--- src/rtl/bsg_fsb_arb_pkg.sv ---
// bsg_fsb_arb_pkg -- shared types/constants for the FSB node arbiter. Rev 1.0
`default_nettype none

package bsg_fsb_arb_pkg;

  // FSB ring packet: 10 bytes
  localparam int RING_WIDTH_C = 10 * 8;

  typedef enum logic [0:0] {
    EMPTY = 1'b0,
    FULL  = 1'b1
  } slot_state_e;

endpackage

`default_nettype wire

--- src/rtl/bsg_fsb_node_arbiter_if.sv ---
// bsg_fsb_node_arbiter_if -- node request / packet output bundle; lock_i exists only with BSG_FSB_ARB_LOCK_EN. Rev 1.0
`default_nettype none

interface bsg_fsb_node_arbiter_if
  import bsg_fsb_arb_pkg::*;
#(
  parameter int nodes_p = 4,
  parameter int width_p = RING_WIDTH_C
);
  localparam int idx_w_lp = $clog2(nodes_p);

  logic [nodes_p-1:0]  en_i;
  logic [nodes_p-1:0]  v_i;
  logic [width_p-1:0]  data_i [nodes_p];
  logic [nodes_p-1:0]  yumi_o;
  logic                v_o;
  logic [width_p-1:0]  data_o;
  logic                ready_i;
  logic [idx_w_lp-1:0] last_grant_o;
`ifdef BSG_FSB_ARB_LOCK_EN
  logic [nodes_p-1:0]  lock_i;
`endif

  modport slave (
`ifdef BSG_FSB_ARB_LOCK_EN
    input  lock_i,
`endif
    input  en_i, v_i, data_i, ready_i,
    output yumi_o, v_o, data_o, last_grant_o
  );

  modport master (
`ifdef BSG_FSB_ARB_LOCK_EN
    output lock_i,
`endif
    output en_i, v_i, data_i, ready_i,
    input  yumi_o, v_o, data_o, last_grant_o
  );

endinterface

`default_nettype wire

--- src/rtl/bsg_fsb_rr_pick.sv ---
// bsg_fsb_rr_pick -- round-robin pick: first set request after ptr, wrapping. Rev 1.0
`default_nettype none

module bsg_fsb_rr_pick #(
  parameter  int nodes_p  = 4,
  localparam int idx_w_lp = $clog2(nodes_p)
) (
  input  logic [nodes_p-1:0]  req_i,
  input  logic [idx_w_lp-1:0] ptr_i,
  output logic [nodes_p-1:0]  grant_o,
  output logic [idx_w_lp-1:0] idx_o,
  output logic                any_o
);

  logic [idx_w_lp-1:0] cand;

  always_comb begin
    grant_o = '0;
    idx_o   = '0;
    any_o   = 1'b0;
    cand    = '0;
    // ptr itself is visited last, so the previous winner has lowest priority
    for (int k = 1; k <= nodes_p; k++) begin
      cand = idx_w_lp'((int'(ptr_i) + k) % nodes_p);
      if (!any_o && req_i[cand]) begin
        any_o         = 1'b1;
        idx_o         = cand;
        grant_o[cand] = 1'b1;
      end
    end
  end

endmodule

`default_nettype wire

--- src/rtl/bsg_fsb_node_arbiter.sv ---
// bsg_fsb_node_arbiter -- round-robin FSB node arbiter with one-entry output register. Rev 1.0
// Optional per-node lock enabled by defining BSG_FSB_ARB_LOCK_EN.
`default_nettype none

module bsg_fsb_node_arbiter
  import bsg_fsb_arb_pkg::*;
#(
  parameter int nodes_p = 4,
  parameter int width_p = RING_WIDTH_C
) (
  input  logic                  clk_i,
  input  logic                  reset_n_i,
  bsg_fsb_node_arbiter_if.slave bus
);

  localparam int                  idx_w_lp   = $clog2(nodes_p);
  localparam logic [idx_w_lp-1:0] ptr_rst_lp = idx_w_lp'(nodes_p - 1);

  slot_state_e         state_q, state_d;
  logic [idx_w_lp-1:0] ptr_q, ptr_d;
  logic [idx_w_lp-1:0] last_grant_q, last_grant_d;
  logic [width_p-1:0]  data_q, data_d;

  logic [nodes_p-1:0]  req;
  logic [nodes_p-1:0]  pick_grant;
  logic [idx_w_lp-1:0] pick_idx;
  logic                pick_any;
  logic                slot_open;
  logic                do_grant;

`ifdef BSG_FSB_ARB_LOCK_EN
  logic locked_q, locked_d;
  logic lock_hold;

  // The locked node is always ptr_q: it won the locking grant and ptr never moves while locked
  always_comb begin
    lock_hold = locked_q && bus.en_i[ptr_q];
    req       = bus.v_i & bus.en_i;
    if (lock_hold) req = req & (nodes_p'(1) << ptr_q);
    locked_d  = lock_hold;
    if (do_grant) locked_d = bus.lock_i[pick_idx];
  end

  always_ff @(posedge clk_i or negedge reset_n_i) begin
    if (!reset_n_i) locked_q <= 1'b0;
    else            locked_q <= locked_d;
  end
`else
  assign req = bus.v_i & bus.en_i;
`endif

  bsg_fsb_rr_pick #(.nodes_p(nodes_p)) u_pick (
    .req_i   (req),
    .ptr_i   (ptr_q),
    .grant_o (pick_grant),
    .idx_o   (pick_idx),
    .any_o   (pick_any)
  );

  always_ff @(posedge clk_i or negedge reset_n_i) begin
    if (!reset_n_i) begin
      state_q      <= EMPTY;
      ptr_q        <= ptr_rst_lp;
      last_grant_q <= '0;
      data_q       <= '0;
    end else begin
      state_q      <= state_d;
      ptr_q        <= ptr_d;
      last_grant_q <= last_grant_d;
      data_q       <= data_d;
    end
  end

  always_comb begin
    state_d = state_q;
    case (state_q)
      EMPTY: if (do_grant) state_d = FULL;
      FULL:  if (!do_grant && bus.ready_i) state_d = EMPTY;
    endcase
  end

  // reset_n_i gates yumi so nothing is consumed while reset is held
  always_comb begin
    slot_open        = (state_q == EMPTY) || bus.ready_i;
    do_grant         = reset_n_i && slot_open && pick_any;
    bus.yumi_o       = do_grant ? pick_grant : '0;
    bus.v_o          = (state_q == FULL);
    bus.data_o       = data_q;
    bus.last_grant_o = last_grant_q;
  end

  always_comb begin
    ptr_d        = ptr_q;
    last_grant_d = last_grant_q;
    data_d       = data_q;
    if (do_grant) begin
      ptr_d        = pick_idx;
      last_grant_d = pick_idx;
      data_d       = bus.data_i[pick_idx];
    end
  end

endmodule

`default_nettype wire

--- src/flat_wrapper.sv ---
// flat-port wrapper written by rule: the top's interface ports become plain ports
module bsg_fsb_node_arbiter_flat import bsg_fsb_arb_pkg::*;
#(
  parameter int nodes_p = 4,
  parameter int width_p = RING_WIDTH_C
)
  (clk_i, reset_n_i, bus_en_i, bus_v_i, bus_data_i, bus_ready_i, bus_yumi_o, bus_v_o, bus_data_o, bus_last_grant_o);
  bsg_fsb_node_arbiter_if #(.nodes_p(nodes_p), .width_p(width_p)) bus_i ();
  input  logic clk_i;
  input  logic reset_n_i;
  input wire logic [$bits(bus_i.en_i)-1:0] bus_en_i;
  input wire logic [$bits(bus_i.v_i)-1:0] bus_v_i;
  input wire logic [$bits(bus_i.data_i)-1:0] bus_data_i;
  input wire logic [$bits(bus_i.ready_i)-1:0] bus_ready_i;
  output wire logic [$bits(bus_i.yumi_o)-1:0] bus_yumi_o;
  output wire logic [$bits(bus_i.v_o)-1:0] bus_v_o;
  output wire logic [$bits(bus_i.data_o)-1:0] bus_data_o;
  output wire logic [$bits(bus_i.last_grant_o)-1:0] bus_last_grant_o;
  assign bus_i.en_i = bus_en_i;
  assign bus_i.v_i = bus_v_i;
  assign bus_i.data_i = {>>{bus_data_i}};
  assign bus_i.ready_i = bus_ready_i;
  assign bus_yumi_o = bus_i.yumi_o;
  assign bus_v_o = bus_i.v_o;
  assign bus_data_o = bus_i.data_o;
  assign bus_last_grant_o = bus_i.last_grant_o;
  bsg_fsb_node_arbiter #(.nodes_p(nodes_p), .width_p(width_p)) u_core (.clk_i(clk_i), .reset_n_i(reset_n_i), .bus(bus_i));
endmodule
--- config.mk ---
export PLATFORM = sky130hd
export DESIGN_NAME = bsg_fsb_node_arbiter_flat
export DESIGN_NICKNAME = d
export VERILOG_FILES = /design/src/rtl/bsg_fsb_arb_pkg.sv /design/src/rtl/bsg_fsb_node_arbiter_if.sv /design/src/rtl/bsg_fsb_rr_pick.sv /design/src/rtl/bsg_fsb_node_arbiter.sv /design/src/flat_wrapper.sv
export SDC_FILE = /design/constraint.sdc
export NUM_CORES = 1
export LEC_CHECK = 0
export ABC_AREA = 1
export CAP_MARGIN = 40
export CELL_PAD_IN_SITES_DETAIL_PLACEMENT = 1
export CELL_PAD_IN_SITES_GLOBAL_PLACEMENT = 2
export CORE_ASPECT_RATIO = 1.4
export CORE_MARGIN = 5
export CORE_UTILIZATION = 17
export CTS_BUF_LIST = sky130_fd_sc_hd__clkbuf_8 sky130_fd_sc_hd__clkbuf_16
export DETAILED_ROUTE_END_ITERATION = 7
export HOLD_SLACK_MARGIN = 0.02
export PLACE_DENSITY_LB_ADDON = 0.1
export SLEW_MARGIN = 0
export SYNTH_ARGS = -nofsm -noshare
export SYNTH_HDL_FRONTEND = slang
export SYNTH_HIERARCHICAL = 1
export SYNTH_SLANG_ARGS = --single-unit
--- constraint.sdc ---
create_clock -name clk_i -period 2.73 [get_ports clk_i]
set_input_delay 0.273 -clock clk_i [delete_from_list [all_inputs] [get_ports clk_i]]
set_output_delay 0.273 -clock clk_i [all_outputs]
set_load 0.01 [all_outputs]
# --- Yosys cells after proc, flatten, opt, wreduce, memory -nomap -nowiden ---
# Cells that the tools add are included.
totals:
  reg_bits: 85
  in_bits: 331
  out_inout_bits: 87
  elab_cells: 73
classes:
  n_addsub: 4
  order_cmp: 9
  muxes: 35
  n_bitwise: 6
  n_reduce_logical: 15
op_table:
  columns: ["operator", "n"]
  rows:
  - ["binary-select mux 80 bit (select 2 bit)", 1]
  - ["2-to-1 mux 80 bit", 2]
  - ["2-to-1 mux 4 bit", 5]
  - ["2-to-1 mux 1 bit", 14]
  - ["< comparator 2 x 3 -> 1 bit (second input constant)", 4]
  - ["OR 4 bit", 3]
  - ["logical AND 1 bit", 10]
  - ["binary-select mux 1 bit (select 2 bit)", 4]
  - ["demux 1 bit (select 2 bit)", 4]
  - ["greater-or-equal comparator 2 x 1 -> 1 bit (second input constant)", 4]
  - ["2-to-1 mux 2 bit", 4]
  - ["adder 2 x 1 -> 2 bit (second input constant)", 2]
  - ["adder 2 bit (second input constant)", 2]
  - ["bitwise AND 4 bit", 1]
  - ["zero test 1 bit", 4]
  - ["greater-or-equal comparator 3 bit (second input constant)", 1]
  - ["NOT 2 -> 3 bit", 1]
  - ["case mux 1 bit (2 select lines)", 1]
  - ["logical OR 1 bit", 1]
  - ["NOT 1 bit", 1]

# --- Logic depth before layout (Yosys ltp) ---
# Gate-level depths: netlist of run 1.
depth:
  depth_word: 18
  depth_mapped: 19
  ltp_nobuf: 16

# --- Cells and area by module ---
# Netlist of run 1, hierarchy kept.
modules_own_cells:
  columns: ["mod", "instances", "cells_per_inst", "area_per_inst_um2", "seq_area_each_um2"]
  rows:
  - ["bsg_fsb_node_arbiter", 1, 1307, 7365.8, 2129.5]
  - ["bsg_fsb_rr_pick", 1, 81, 535.5, 0.0]

# --- Worst setup path before layout of run 1 ---
# OpenSTA, ideal clock, no wires.
synth_timing:
  path_type: "register -> output"
  startpoint: "register u_core.ptr_q[0]"
  endpoint: "output bus_yumi_o[0]"
  t_arrival_ps: 2439
  t_required_ps: 2457
  path_slack_ps: 18
  stages_incl_launch_ff: 16
  path_buffers: 4
  cell_sequence: "dfstp_2 > buf_6 > inv_8 > ha_1 > inv_2 > nand3_4 > nand2_4 > nor2_4 > buf_6 > nand4_1 > nand2_1 > a21oi_4 > inv_2 > buf_6 > buf_2 > nor2_1"
synth_between:
  elab_chain_cells: 15
  elab_cells_between_ends: 51
  cone_classes: "add/sub: 4; order compare: 8; mux: 25; bitwise: 3; reduce/logical: 11"
synth_lines:
  columns: ["element", "line_no", "rtl"]
  rows:
  - ["start, declared", "bsg_fsb_node_arbiter.sv:20", "logic [idx_w_lp-1:0] ptr_q, ptr_d;"]
  - ["start signal, assigned", "bsg_fsb_node_arbiter.sv:63", "ptr_q <= ptr_rst_lp;"]
  - ["start signal, assigned", "bsg_fsb_node_arbiter.sv:68", "ptr_q <= ptr_d;"]
  - ["adder 2 x 1 -> 2 bit", "bsg_fsb_rr_pick.sv:24", "cand = idx_w_lp'((int'(ptr_i) + k) % nodes_p);"]
  - ["binary-select mux 1 bit (select 2 bit)", "bsg_fsb_rr_pick.sv:25", "if (!any_o && req_i[cand]) begin"]
  - ["2-to-1 mux 1 bit (not written as such)", "bsg_fsb_rr_pick.sv:25", null]
  - ["2-to-1 mux 1 bit", "bsg_fsb_rr_pick.sv:25", null]
  - ["zero test 1 bit", "bsg_fsb_rr_pick.sv:25", null]
  - ["logical AND 1 bit", "bsg_fsb_rr_pick.sv:25", null]
  - ["2-to-1 mux 1 bit", "bsg_fsb_rr_pick.sv:25", null]
  - ["zero test 1 bit", "bsg_fsb_rr_pick.sv:25", null]
  - ["logical AND 1 bit", "bsg_fsb_rr_pick.sv:25", null]
  - ["2-to-1 mux 1 bit", "bsg_fsb_rr_pick.sv:25", null]
  - ["zero test 1 bit", "bsg_fsb_rr_pick.sv:25", null]
  - ["logical AND 1 bit", "bsg_fsb_rr_pick.sv:25", null]
  - ["2-to-1 mux 1 bit *", "bsg_fsb_rr_pick.sv:25", null]
  - ["named net u_core.pick_any", "bsg_fsb_node_arbiter.sv:27", "logic pick_any;"]
  - ["logical AND 1 bit *", "bsg_fsb_node_arbiter.sv:85", "do_grant = reset_n_i && slot_open && pick_any;"]
  - ["2-to-1 mux 4 bit *", "bsg_fsb_node_arbiter.sv:86", "bus.yumi_o = do_grant ? pick_grant : '0;"]
  - ["end, declared", "flat_wrapper.sv:15", "output wire logic [$bits(bus_i.yumi_o)-1:0] bus_yumi_o;"]
# The timed path passes the listed nets; every way through them passes the cells marked *. The select of a mux whose other input is x is not followed.

# --- Final worst setup path of run 1 ---
layout_timing:
  startpoint: "register u_core.ptr_q[0]"
  endpoint: "output bus_yumi_o[2]"
# Same word-level chain as after synthesis.

==> results of run 1 <==
[sequential cells by signal (all words and copies together), names as in the netlist]
name	count
u_core/bus.data_o	80
u_core/ptr_q	2
u_core/bus.v_o	1
u_core/bus.last_grant_o	2
[worst min-delay path, stage by stage (launching register included)]
cell	delay, ns
sky130_fd_sc_hd__dfrtp_1	0.34
sky130_fd_sc_hd__nand2_1	0.05
sky130_fd_sc_hd__nand2_1	0.05
[repair_timing]
action                     CTS  global route
setup endpoints to repair    4             5
pin swaps                    0             1
hold buffers                 1             0
cloned                       0             0
resized for setup           17             3
hold endpoints to repair     6             0
[cells by family after synthesis]
| kind of cell | after synthesis | share of synthesized area |
|---|---|---|
| and+or+nand+nor | 866 | 0.480 |
| AOI/OAI and AO/OA | 17 | 0.0135 |
| buffers and inverters | 412 | 0.224 |
| adders and majority gates | 8 | 0.0127 |
| DFF | 85 | 0.270 |
[Yosys cell counts (all sizes together)]
cell    count
nor2        7
dfrtp      83
buf        61
a21oi       9
dfstp       2
nand3     181
clkbuf     11
a21boi      4
inv       340
nand2     672
nand4       6
ha          8
o21ai       4
[per-layer routing]
layer	vias up	track usage	routed length (um)
met5	-	0	49
met4	10	0.0386	525
met3	31	0.0475	2750
met2	227	0.290	21700
met1	4285	0.161	15100
li1	4781	-	-
[metrics by stage]
step	cell area [um2]	TNS, ns	hold WS, ns	setup WS (ns)
2_1_floorplan	7900	0	-0.0226	0.0178
3_3_place_gp	12900	0	0.424	0.00966
3_5_place_dp	12900	-0.0381	0.418	-0.0213
4_1_cts	13200	0	0.484	0.0599
5_1_grt	13200	0	0.498	0.00154
6_report	13200	0	0.478	0.129
[power groups by stage]
stage / clock [W] / sequential [W] / combinational [W]
2_1_floorplan: 0 / 0.00255 / 0.00892
5_1_grt: 0.00156 / 0.00235 / 0.0162
6_report: 0.00142 / 0.00227 / 0.0144
3_5_place_dp: 0 / 0.00229 / 0.0149
4_1_cts: 0.00151 / 0.00228 / 0.0150
3_3_place_gp: 0 / 0.00227 / 0.0149
[final timing paths]
kind                                             startpoint                           endpoint  slack (ns)  cells after the start
max                             u_core/ptr_q[0]$_DFFE_PN1P_                      bus_yumi_o[2]        0.13                     12
max reg2reg                     u_core/ptr_q[0]$_DFFE_PN1P_  u_core/bus.data_o[79]$_DFFE_PN0P_        0.15                     15
max in group asynchronous                         reset_n_i  u_core/bus.data_o[35]$_DFFE_PN0P_        0.95                      4
min                        u_core/bus.data_o[3]$_DFFE_PN0P_   u_core/bus.data_o[3]$_DFFE_PN0P_        0.48                      2
min in group asynchronous                         reset_n_i           u_core/bus.v_o$_DFF_PN0_        0.61                      3
min reg2reg                u_core/bus.data_o[3]$_DFFE_PN0P_   u_core/bus.data_o[3]$_DFFE_PN0P_        0.48                      2
[cell type report]
type,count,area (um2),area share
well taps,617,772,0.0583
clock inverters,6,87.6,0.00661
flip-flops and latches,85,2130,0.161
repair buffers,457,4670,0.353
inverters,340,1300,0.0980
multi-input cells,891,4040,0.305
clock buffers,10,239,0.0180
diodes,5,12.5,0.000944
==> results.md, run 1 <==
- The flow ran to the end, and the final reports show no timing, DRC or antenna violations.
- After synthesis the netlist holds a flip-flop and latch count of between 80 and 90.
- Leaving out filler cells and counting taps, the final layout contains 2,411.
- The final hold violation count is 0.
- The top achievable clock speed is 384 MHz.
- Setup violations remaining at the end of the flow were counted as 0.
- For this run, the total global-route usage over all layers was measured as 0.153.
- Clock-pin slew was measured on the worst setup and hold paths at 0.07 ns.
- Counting every net in the synthesized netlist gives roughly 1,700.
- The area growth from synthesis to layout is 67.7%.
- Fill cells in the final layout number between 5,000 and 6,000.
- The mapped netlist covers roughly 8000 um2.
- The proportion of total power due to net switching is 0.531.
- In this design, the stage delay of the slowest critical-path cell is just under 0.6 ns.
- Of all cell types, the one taking the most synthesized area is sky130_fd_sc_hd__nand2_1.
- The netlist uses 26 different library cells.
- The final weighted congestion of routability-driven global placement is between 0.7 and 0.8.
- The starting density of the core is 0.172.
- The deepest level of the CTS H-tree is 3.
- The fraction of synthesized cell area taken by the top area cell type is 0.298.
- The share of total power dissipated in combinational logic is 0.796.
- The fraction of the core area covered by cells at the end of the flow is 0.288.
- The number of placed instances, taps included, is 2,389.
- Yosys printed 6 warnings.
- The total power of the final layout is between 0.015 and 0.02 W.
- The worst-path maximum fanout is 6.
- Of the total power, the clock network draws 0.078.
- The relative contribution of sequential cells to total power is 0.125.
- The sum of overflow across all layers after global routing is 0.
- After technology mapping, the gate count stands at 1,388.
- The tree is rooted in a sky130_fd_sc_hd__clkbuf_16.
- The DRC violation total after the first TritonRoute iteration is between 200 and 250.
- The number of max-slew violations in the final report is 0.
- The worst-path cell with the longest stage delay is sky130_fd_sc_hd__dfstp_2.
- The share of post-route cells with drive strength above 1 is 0.0822.
- Data arrives at the worst endpoint at between 2 and 2.5 ns.
- The worst setup path is captured at a primary output.
- The cell area power density is between 1000 and 1500 nW/um2.
- By startpoint and endpoint, the worst setup path is classified as flop to primary output.
- The tree built by TritonCTS fans out to 85 sinks.
- The first TritonRoute pass finished after 4 iterations.
- Of the synthesized area, sequential elements account for 0.270.
- The transition time of the tightest slew-check pin is between 0.7 and 0.8 ns.
- The shortest period the worst path allows is roughly 2.6 ns.
- Sorting the synthesized cells by area gives the leading types as sky130_fd_sc_hd__nand2_1 (30%), sky130_fd_sc_hd__dfrtp_1 (26%), sky130_fd_sc_hd__inv_1 (16%).
- The number of buffers and inverters on the critical path is 4.
- The pin count of the biggest net entering global routing is 89.
- For this design the static power due to leakage is 7.27 nW.
- The DRC violation count after routing is 0.
- TritonCTS built the clock tree.
- The clock passes through at most 2 buffers.
- The path type of the worst min-delay path is flop to flop.
- The mean number of vias per cell is about 3.9.
- After clock tree synthesis, the setup repair step added 0 buffers.
- The final setup skew is about 0.014 ns.
- The worst-case IR drop observed on VDD is 0.000886 V.
- The first global-routing pass estimated just under 60 mm of wire.
- The floorplan core area is 46,000 um2.
- From bottom edge to top edge, the die measures about 270 um.
- The final critical-path share of the clock period is 0.953.
- In the layout the commonest cells are sky130_fd_sc_hd__nand2_1 (627), sky130_fd_sc_hd__clkdlybuf4s50_1 (412), sky130_fd_sc_hd__inv_1 (335).
- The required time of the critical path is 2.46 ns.
- In this run, CTS created clock tree buffers numbering 9.
- The via count of the first global-routing pass is 9,999.
- Across the run, the number of max-cap violations was 0.
- The clock latency on the worst-skew pair is roughly 0.36 ns.
- The boundary pin count is roughly 420.
- The headroom to the max-slew limit is 0.521.
- Summed over all nets, the half-perimeter wirelength after detailed placement is between 30 and 40 mm.
- The die span in x is about 190 um.
- The number of nets at the end of the flow is around 2,100.
- Walking the worst path, the cells encountered are inv_8, ha_4, inv_4, nand3_4, nand2_4, nor2_4, nand4_1, nand2_2, a21oi_4, clkinv_4, nor2_1, clkdlybuf4s15_2.
- Row generation in the floorplan step produced 93 rows.
- The number of port buffers is about 420.
- After detailed routing, the average wire length per cell comes to 16.6 um.
- The category of the worst setup path launch point is a flop.
- The post-route antenna net violation count is 0.
- The library cell used most frequently in the layout, excluding fill and tap cells, is sky130_fd_sc_hd__nand2_1.
- Summed over all layers, the routed wires come to ~40 mm.
- In this run the mean area of a mapped cell was approximately 5.7 um2.
- The routed layout has roughly 9,300 vias.
- The analysis attributes to net switching a power of around 0.0096 W.
- The number of antenna violations at the first check in global routing is 11.
- The floorplan die area is 51,000 um2.
- Setup repair after global routing left no endpoint under its margin.
- The internal power component is 0.00849 W.
- The kind of cell with the highest combined delay along the critical path is flip-flops.
No activity file was read; power rests on OpenSTA's default activity.
==> run 2, diff against run 1 <==
--- a/config.mk
+++ b/config.mk
@@ -15,8 +15,8 @@
 export CTS_BUF_LIST = sky130_fd_sc_hd__clkbuf_8 sky130_fd_sc_hd__clkbuf_16
 export DETAILED_ROUTE_END_ITERATION = 7
 export HOLD_SLACK_MARGIN = 0.02
-export PLACE_DENSITY_LB_ADDON = 0.1
-export SLEW_MARGIN = 0
+export PLACE_DENSITY = 0.89
+export SLEW_MARGIN = 20
 export SYNTH_ARGS = -nofsm -noshare
 export SYNTH_HDL_FRONTEND = slang
 export SYNTH_HIERARCHICAL = 1
==> run 2 against run 1 <==
  * Worst hold slack worse by 0.45 ns
  * Non-clock buffer count is 15 higher
  * Setup slack lost 0.0049 ns
  * Die area did not move
  * Total power up 3.5%
  * Design area grew 1.2%
  * Fmax fell by 0.19%
==> results.md, run 2 (synthesis results as in run 1) <==
- The number of max-slew violations in the final report is 0.
- The initial utilization of the core area, before any placement, comes to 0.172.
- The fraction of the core area covered by cells at the end of the flow is 0.292.
- IR analysis of the VDD net gives a maximum drop of 0.000686 V.
- From bottom edge to top edge, the die measures roughly 270 um.
- Dividing the detail-routed via count by the number of cells gives approximately 4.
- The number of flip-flops in the largest register is 80.
- The path type of the worst min-delay path is input pin to async pin.
- The cell area power density is 1400 nW/um2.
- TritonCTS built the clock tree.
- The final setup skew is 0.0118 ns.
- Compared with the post-synthesis result, the final layout area differs by 69.7%.
- After detailed routing, the average wire length per cell comes to approximately 15 um.
- CTS built an H-tree with a depth of 3.
- The most common cell after layout, fill and taps aside is sky130_fd_sc_hd__nand2_1.
- In the final design database the tool counted around 2,100 nets.
- The reported net switching power is 0.00972 W.
- The total placed cells including tap cells is roughly 2,400.
- ~420 I/O pins were placed.
- The floorplan row count is 93.
- The category of the worst setup path launch point is a flop.
- The internal portion of the total power is about 0.0090 W.
- The transition time of the tightest slew-check pin is 0.677 ns.
- The number of setup violations in the final report is 0.
- After detailed routing, the number of remaining DRC violations is 0.
- Summed over all layers, the routed wires come to around 38 mm.
- The data arrival time at the worst-slack endpoint is roughly 2.8 ns.
- The floorplan core area is about 46,000 um2.
- The headroom to the max-slew limit is 0.549.
- Routability-driven placement finished with a final weighted congestion of between 0.8 and 0.9.
- The clock latency on the worst-skew pair is about 0.35 ns.
- The floorplan step defined a die boundary enclosing about 51,000 um2.
- Counting I/O delays and the setup requirement, the final critical path takes about 2.6 ns.
- During placement, the flow inserted port buffers numbering about 420.
- In this run, the number of DRC markers left after iteration 0 of detailed routing was between 300 and 400.
- The area taken by multi-input logic gates is about 4100 um2.
- The cell at the root of the clock tree is sky130_fd_sc_hd__clkbuf_16.
- The total area of sequential cells is roughly 2100 um2.
- Along the worst path, the maximum fanout reaches 34.
- The final critical-path share of the clock period is 0.955.
- Counting the fill cells in the layout gives slightly below 6,000.
- Counting every sink on the clock net gives 85.
- The worst hold slack across all endpoints is roughly 0.033 ns.
- The detailed placer's ending HPWL is 30.2 mm.
- Entering global routing, the biggest net connects 89 pins.
- Setup repair after global routing could not meet its margin everywhere.
- STA classifies the critical path endpoint as a flop.
- The final hold violation count is 0.
- The first global-routing pass estimated approximately 57 mm of wire.
- The sum of negative setup slack is 0 ns.
- The detail route stage leaves a number of antenna-violating nets equal to 0.
- The type of the worst setup path is flop to flop.
- The vias after detailed routing is around 9,600.
- The max capacitance violation total is 0.
- The total cell area at the placement stage is roughly 13,000 um2.
- In this run the static leakage power is about 7.4 nW.
- The final instance area is roughly 13,000 um2.
- The flow ran to the end, and the final reports show no timing, DRC or antenna violations.
- The clock-pin transition on the worst setup and hold timing paths is about 0.06 ns.
- The finished layout holds 2,424 standard cells, fillers aside.
- The via count of the first global-routing pass is about 10,000.
- In this run, CTS created clock tree buffers numbering 9.
- In the layout the commonest cells are sky130_fd_sc_hd__nand2_1 (627), sky130_fd_sc_hd__clkdlybuf4s50_1 (412), sky130_fd_sc_hd__inv_1 (336).
- Of the total power, the clock network draws 0.077.
- The required time of the critical path is between 2 and 3 ns.
- The top achievable clock speed is ~380 MHz.
- The proportion of total power due to net switching is 0.519.
- The floorplan step set the die width to around 190 um.
- The sum of overflow across all layers after global routing is 0.
- The iteration count of the initial detailed-routing pass is 4.
- The share of post-route cells with drive strength above 1 is 0.0915.
- The clock passes through at most 2 buffers.
- In the global route stage, overall resource usage came out at 0.142.
- Of the total power, registers draw 0.122.
- The number of antenna violations at the first check in global routing is 3.
- The share of total power dissipated in combinational logic is 0.801.
run 2: cell count changes in the layout (fill, tap and decap cells not counted), sizes merged:
| cell | change |
|---|---|
| buf | +17 |
| clkdlybuf4s15 | -2 |
| clkinvlp | -2 |
| diode | -2 |
| bufbuf | +1 |
| bufinv | +1 |
| clkinv | +1 |
| dlygate4sd3 | -1 |
run 2: per-layer routing:
metal / vias to the layer above / part of all wire / GRT usage
met3: 67 / 0.047 / 0.0273
met2: 259 / 0.53 / 0.268
li1: 4811 / - / -
met5: - / 0 / 0
met4: 0 / 0.044 / 0.0667
met1: 4502 / 0.38 / 0.148
run 2: stage by stage:
stage | power, W | worst slack (ns)
2_1_floorplan | 0.0115 | 0.0178
3_3_place_gp | 0.0167 | -0.0380
3_5_place_dp | 0.0170 | -0.127
4_1_cts | 0.0189 | 0.0435
5_1_grt | 0.0206 | -0.0180
6_report | 0.0187 | 0.124
run 2: cell type report:
class | count | share of cell area
clock buffer | 10 | 0.0178
inverter | 340 | 0.0976
sequential | 85 | 0.159
antenna | 3 | 0.000560
multi-input combinational | 891 | 0.302
clock inverter | 6 | 0.00765
timing repair buffer | 472 | 0.358
tap | 617 | 0.0576
run 2: repair_timing:
item / 4_1_cts / 5_1_grt
setup endpoints to repair: 56 / 64
hold buffers: 0 / 0
gates cloned: 1 / 1
resized for setup: 19 / 19
pin swaps: 2 / 5
buffers inserted: 3 / 3
run 2: worst paths after layout:
| path | from | end | slack (ns) | cells past startpoint |
|---|---|---|---|---|
| max | u_core/ptr_q[0]$_DFFE_PN1P_ | u_core/bus.data_o[7]$_DFFE_PN0P_ | 0.12 | 16 |
| min reg2reg | u_core/bus.data_o[38]$_DFFE_PN0P_ | u_core/bus.data_o[38]$_DFFE_PN0P_ | 0.48 | 2 |
| max reg2reg | u_core/ptr_q[0]$_DFFE_PN1P_ | u_core/bus.data_o[7]$_DFFE_PN0P_ | 0.12 | 16 |
| min in group clk_i | reset_n_i | u_core/bus.v_o$_DFF_PN0_ | 0.17 | 3 |
| max in group asynchronous | reset_n_i | u_core/bus.data_o[74]$_DFFE_PN0P_ | 1.66 | 3 |
| min | reset_n_i | u_core/bus.v_o$_DFF_PN0_ | 0.03 | 2 |
run 2: power by group through the flow:
stage                     combinational (W)  clock [W]  sequential [W]
final                                0.0150    0.00145         0.00229
after global routing                 0.0167    0.00157         0.00236
after CTS                            0.0151    0.00152         0.00230
after detailed placement             0.0147          0         0.00231
after global placement               0.0144          0         0.00228
after floorplan                     0.00892          0         0.00255
run 2: worst max-delay path, stage by stage, from the launching register on:
cell                      delay, ns
sky130_fd_sc_hd__dfstp_2       0.59
sky130_fd_sc_hd__inv_8         0.04
sky130_fd_sc_hd__ha_4          0.29
sky130_fd_sc_hd__inv_4         0.05
sky130_fd_sc_hd__nand3_4       0.09
sky130_fd_sc_hd__nand2_4       0.07
sky130_fd_sc_hd__nor2_4        0.14
sky130_fd_sc_hd__nand3_2       0.11
sky130_fd_sc_hd__a21oi_4       0.21
sky130_fd_sc_hd__buf_4         0.16
sky130_fd_sc_hd__buf_12        0.19
sky130_fd_sc_hd__buf_12        0.17
sky130_fd_sc_hd__nand2_1       0.07
sky130_fd_sc_hd__nand3_2       0.08
sky130_fd_sc_hd__nand2_1       0.06
sky130_fd_sc_hd__nand2_1       0.06
sky130_fd_sc_hd__nand2_1       0.06
==> run 3, diff against run 2 <==
--- a/config.mk
+++ b/config.mk
@@ -11,11 +11,11 @@
 export CELL_PAD_IN_SITES_GLOBAL_PLACEMENT = 2
 export CORE_ASPECT_RATIO = 1.4
 export CORE_MARGIN = 5
-export CORE_UTILIZATION = 17
+export CORE_UTILIZATION = 20
 export CTS_BUF_LIST = sky130_fd_sc_hd__clkbuf_8 sky130_fd_sc_hd__clkbuf_16
 export DETAILED_ROUTE_END_ITERATION = 7
 export HOLD_SLACK_MARGIN = 0.02
-export PLACE_DENSITY = 0.89
+export PLACE_DENSITY = 0.95
 export SLEW_MARGIN = 20
 export SYNTH_ARGS = -nofsm -noshare
 export SYNTH_HDL_FRONTEND = slang
==> constraint.sdc (replaced) <==
create_clock -name clk_i -period 3.1 [get_ports clk_i]
set_input_delay 0.31 -clock clk_i [delete_from_list [all_inputs] [get_ports clk_i]]
set_output_delay 0.31 -clock clk_i [all_outputs]
set_load 0.005 [all_outputs]
==> run 3 against run 2 <==
  * Clock-buffer cell count is the same
  * Global-route usage increased by 2.1 points
  * Design area shrank 3.1%
  * Sequential power down 12%
  * Sequential share of layout area rose by 0.52 points
  * Die area down 14%
  * Via count decreased by 2.3%
  * Fmax shrank 12%
==> results.md, run 3 (synthesis results as in run 1) <==
- The number of port buffers is approximately 420.
- Entering global routing, the biggest net connects around 110 pins.
- Of the total power, the clock network draws 0.086.
- The peak supply drop is between 0.001 and 0.0015 V.
- For met1 alone, demand over resource in global routing was 0.167.
- The count of clock tree sinks is 85.
- The total cell area at the placement stage is around 13,000 um2.
- The required time of the critical path is approximately 3.4 ns.
- Setup violations remaining at the end of the flow were counted as 0.
- The number of nets at the end of the flow is ~2,100.
- Measured along the y axis, the die boundary spans roughly 250 um.
- Summing all flip-flop and latch instances after layout gives 2130 um2.
- The max capacitance violation total is 0.
- Of the total power, combinational logic draws 0.780.
- TritonCTS built the clock tree.
- The vias after detailed routing is roughly 9,400.
- The relative contribution of sequential cells to total power is 0.134.
- Summed over all nets, the switching power comes to a little under 0.008 W.
- The number of antenna violations at the first check in global routing is 12.
- The proportion of total power due to net switching is 0.530.
- On the final layout, the worst clock skew is roughly 0.0073 ns.
- The number of buffers created by CTS is 9.
- 418 I/O pins were placed.
- Clock tree synthesis selected as its root buffer the cell sky130_fd_sc_hd__clkbuf_16.
- The sum of negative setup slack is 0 ns.
- The final hold violation count is 0.
- The internal power component is 0.00703 W.
- The post-placement setup slack is between 0.09 and 0.1 ns.
- Summing all multi-input logic gate instances after layout gives between 4000 and 5000 um2.
- Static timing analysis puts the maximum clock frequency at between 300 and 400 MHz.
- The endpoint type of the worst setup path is a flop.
- No sink is reached through more buffers than the 2 on the longest clock path.
- The total power of the final layout is about 0.015 W.
- The shortest period the worst path allows is between 2 and 3 ns.
- Leaving out fill and tap cells, the most frequent cells in the layout are sky130_fd_sc_hd__nand2_1 (627), sky130_fd_sc_hd__clkdlybuf4s50_1 (412), sky130_fd_sc_hd__inv_1 (335).
- The data arrival time at the worst-slack endpoint is 3.20 ns.
- The worst setup slack after layout is ~0.14 ns.
- The sum of overflow across all layers after global routing is 0.
- The tightest min-delay check is of the input pin to async pin type.
- The number of flip-flops in the largest register is 80.
- Of the cells placed in the final design, the portion with a size suffix greater than 1 is 0.0732.
- The total global-route track usage is 0.163.
- Once detail routing completed, the nets flagged for antenna violations numbered 0.
- The floorplan core area is 39,300 um2.
- The library cell used most frequently in the layout, excluding fill and tap cells, is sky130_fd_sc_hd__nand2_1.
- In this run the worst path has a maximum fanout of 104.
- At the end of routability-driven placement, the weighted congestion stood at about 0.85.
- The detailed placer's ending HPWL is about 28 mm.
- Wires add up to around 37 mm.
- The run finished with clean final reports.
- The global routing usage on met3 is 0.0359.
- For this configuration, the core starts out at a cell density of 0.201.
- The number of fillers in the final layout is around 5,000.
- In the routed design, unresolved DRC markers number 0.
- The final instance area is about 13,000 um2.
- Setup repair after global routing could not meet its margin everywhere.
- The H-tree was split into 3 levels.
- The via count of the first global-routing pass came to just over 10,000.
- The layer flagged by global routing as most heavily used is met2.
- The floorplan die area is 43,600 um2.
- From left edge to right edge, the die measures between 150 and 200 um.
- The clock-pin transition on the worst setup and hold timing paths is 0.07 ns.
- In this run, the number of DRC markers left after iteration 0 of detailed routing was between 300 and 400.
- The category of the worst setup path launch point is a flop.
- Headroom to the max-slew limit came out at 0.544.
- Using the TritonRoute via totals, the vias-per-cell ratio works out to 4.07.
- The transition time of the tightest slew-check pin is ~0.68 ns.
- Dividing total power by cell area gives a power density of around 1200 nW/um2.
- Buffers inserted to repair hold after CTS numbered 0.
- In this run the core area contains 86 standard-cell rows.
- The analysis attributes to cell leakage a power of between 7 and 8 nW.
- After detailed routing, the average wire length per cell comes to between 15 and 20 um.
- The first TritonRoute pass finished after 7 iterations.
- The final critical-path share of the clock period is 0.953.
- The area growth from synthesis to layout is 64.4%.
- For this run, global-route usage on met2 was measured as 0.308.
- The critical path is of the flop to flop type.
- The number of max-slew violations in the final report was 0.
- The first-pass GRT wire length is 55.4 mm.
- The clock reaches the later pin of the worst-skew pair after approximately 0.36 ns.
==> run 3: area by class of cell <==
class                   instances  share of cell area
clock inverters                 6             0.00790
repair buffers                443               0.346
clock buffers                  10              0.0184
diodes                         12             0.00231
inverters                     340               0.100
flip-flops and latches         85               0.164
multi-input cells             891               0.311
well taps                     528              0.0509
==> run 3: per-layer routing <==
layer	routed length [um]	part of all wire	up-vias
li1	-	-	4751
met3	2040	0.056	55
met2	19900	0.54	264
met1	13600	0.37	4345
met4	1270	0.035	2
met5	7	0.00019	-
==> run 3: path summary, 6_finish.rpt <==
path	from	cells after the start	endpoint	slack [ns]
worst max-delay path	u_core/ptr_q[1]$_DFFE_PN1P_	15	u_core/bus.data_o[79]$_DFFE_PN0P_	0.14
worst min-delay path	reset_n_i	2	u_core/bus.v_o$_DFF_PN0_	0.02
worst max register to register	u_core/ptr_q[1]$_DFFE_PN1P_	15	u_core/bus.data_o[79]$_DFFE_PN0P_	0.14
worst min register to register	u_core/bus.data_o[23]$_DFFE_PN0P_	2	u_core/bus.data_o[23]$_DFFE_PN0P_	0.48
max in group asynchronous	reset_n_i	3	u_core/bus.data_o[3]$_DFFE_PN0P_	1.97
min in group clk_i	reset_n_i	3	u_core/bus.v_o$_DFF_PN0_	0.20
==> run 3: worst max-delay path, stage by stage (launching register included) <==
cell                         delay, ns
sky130_fd_sc_hd__dfstp_2          0.56
sky130_fd_sc_hd__clkinvlp_4       0.11
sky130_fd_sc_hd__ha_4             0.30
sky130_fd_sc_hd__inv_2            0.06
sky130_fd_sc_hd__nand3_4          0.12
sky130_fd_sc_hd__nand2_4          0.07
sky130_fd_sc_hd__nor2_4           0.24
sky130_fd_sc_hd__buf_4            0.17
sky130_fd_sc_hd__nand3_1          0.10
sky130_fd_sc_hd__a21oi_4          0.18
sky130_fd_sc_hd__buf_12           0.34
sky130_fd_sc_hd__nand2_1          0.16
sky130_fd_sc_hd__nand3_1          0.13
sky130_fd_sc_hd__nand2_1          0.06
sky130_fd_sc_hd__nand2_1          0.06
sky130_fd_sc_hd__nand2_1          0.05
==> run 3: power by group through the flow <==
stage / Combinational (W) / Sequential (W) / Clock [W]
after global placement: 0.0115 / 0.00199 / 0
final: 0.0117 / 0.00201 / 0.00129
after floorplan: 0.00785 / 0.00205 / 0
after detailed placement: 0.0117 / 0.00201 / 0
after CTS: 0.0118 / 0.00201 / 0.00138
after global routing: 0.0131 / 0.00207 / 0.00140
==> run 3: what timing repair did <==
action,CTS,global route
resized for setup,6,3
buffers inserted,3,4
pin swaps,2,2
setup endpoints to repair,4,2
==> run 3: stage by stage <==
stage / utilization / hold slack, ns / instances
2_1_floorplan: - / 0.0144 / 1388
3_3_place_gp: 0.319 / 0.429 / 2280
3_5_place_dp: 0.319 / 0.434 / 2280
4_1_cts: 0.329 / 0.0230 / 2299
5_1_grt: 0.331 / 0.0548 / 2314
6_report: 0.331 / 0.0242 / 2315
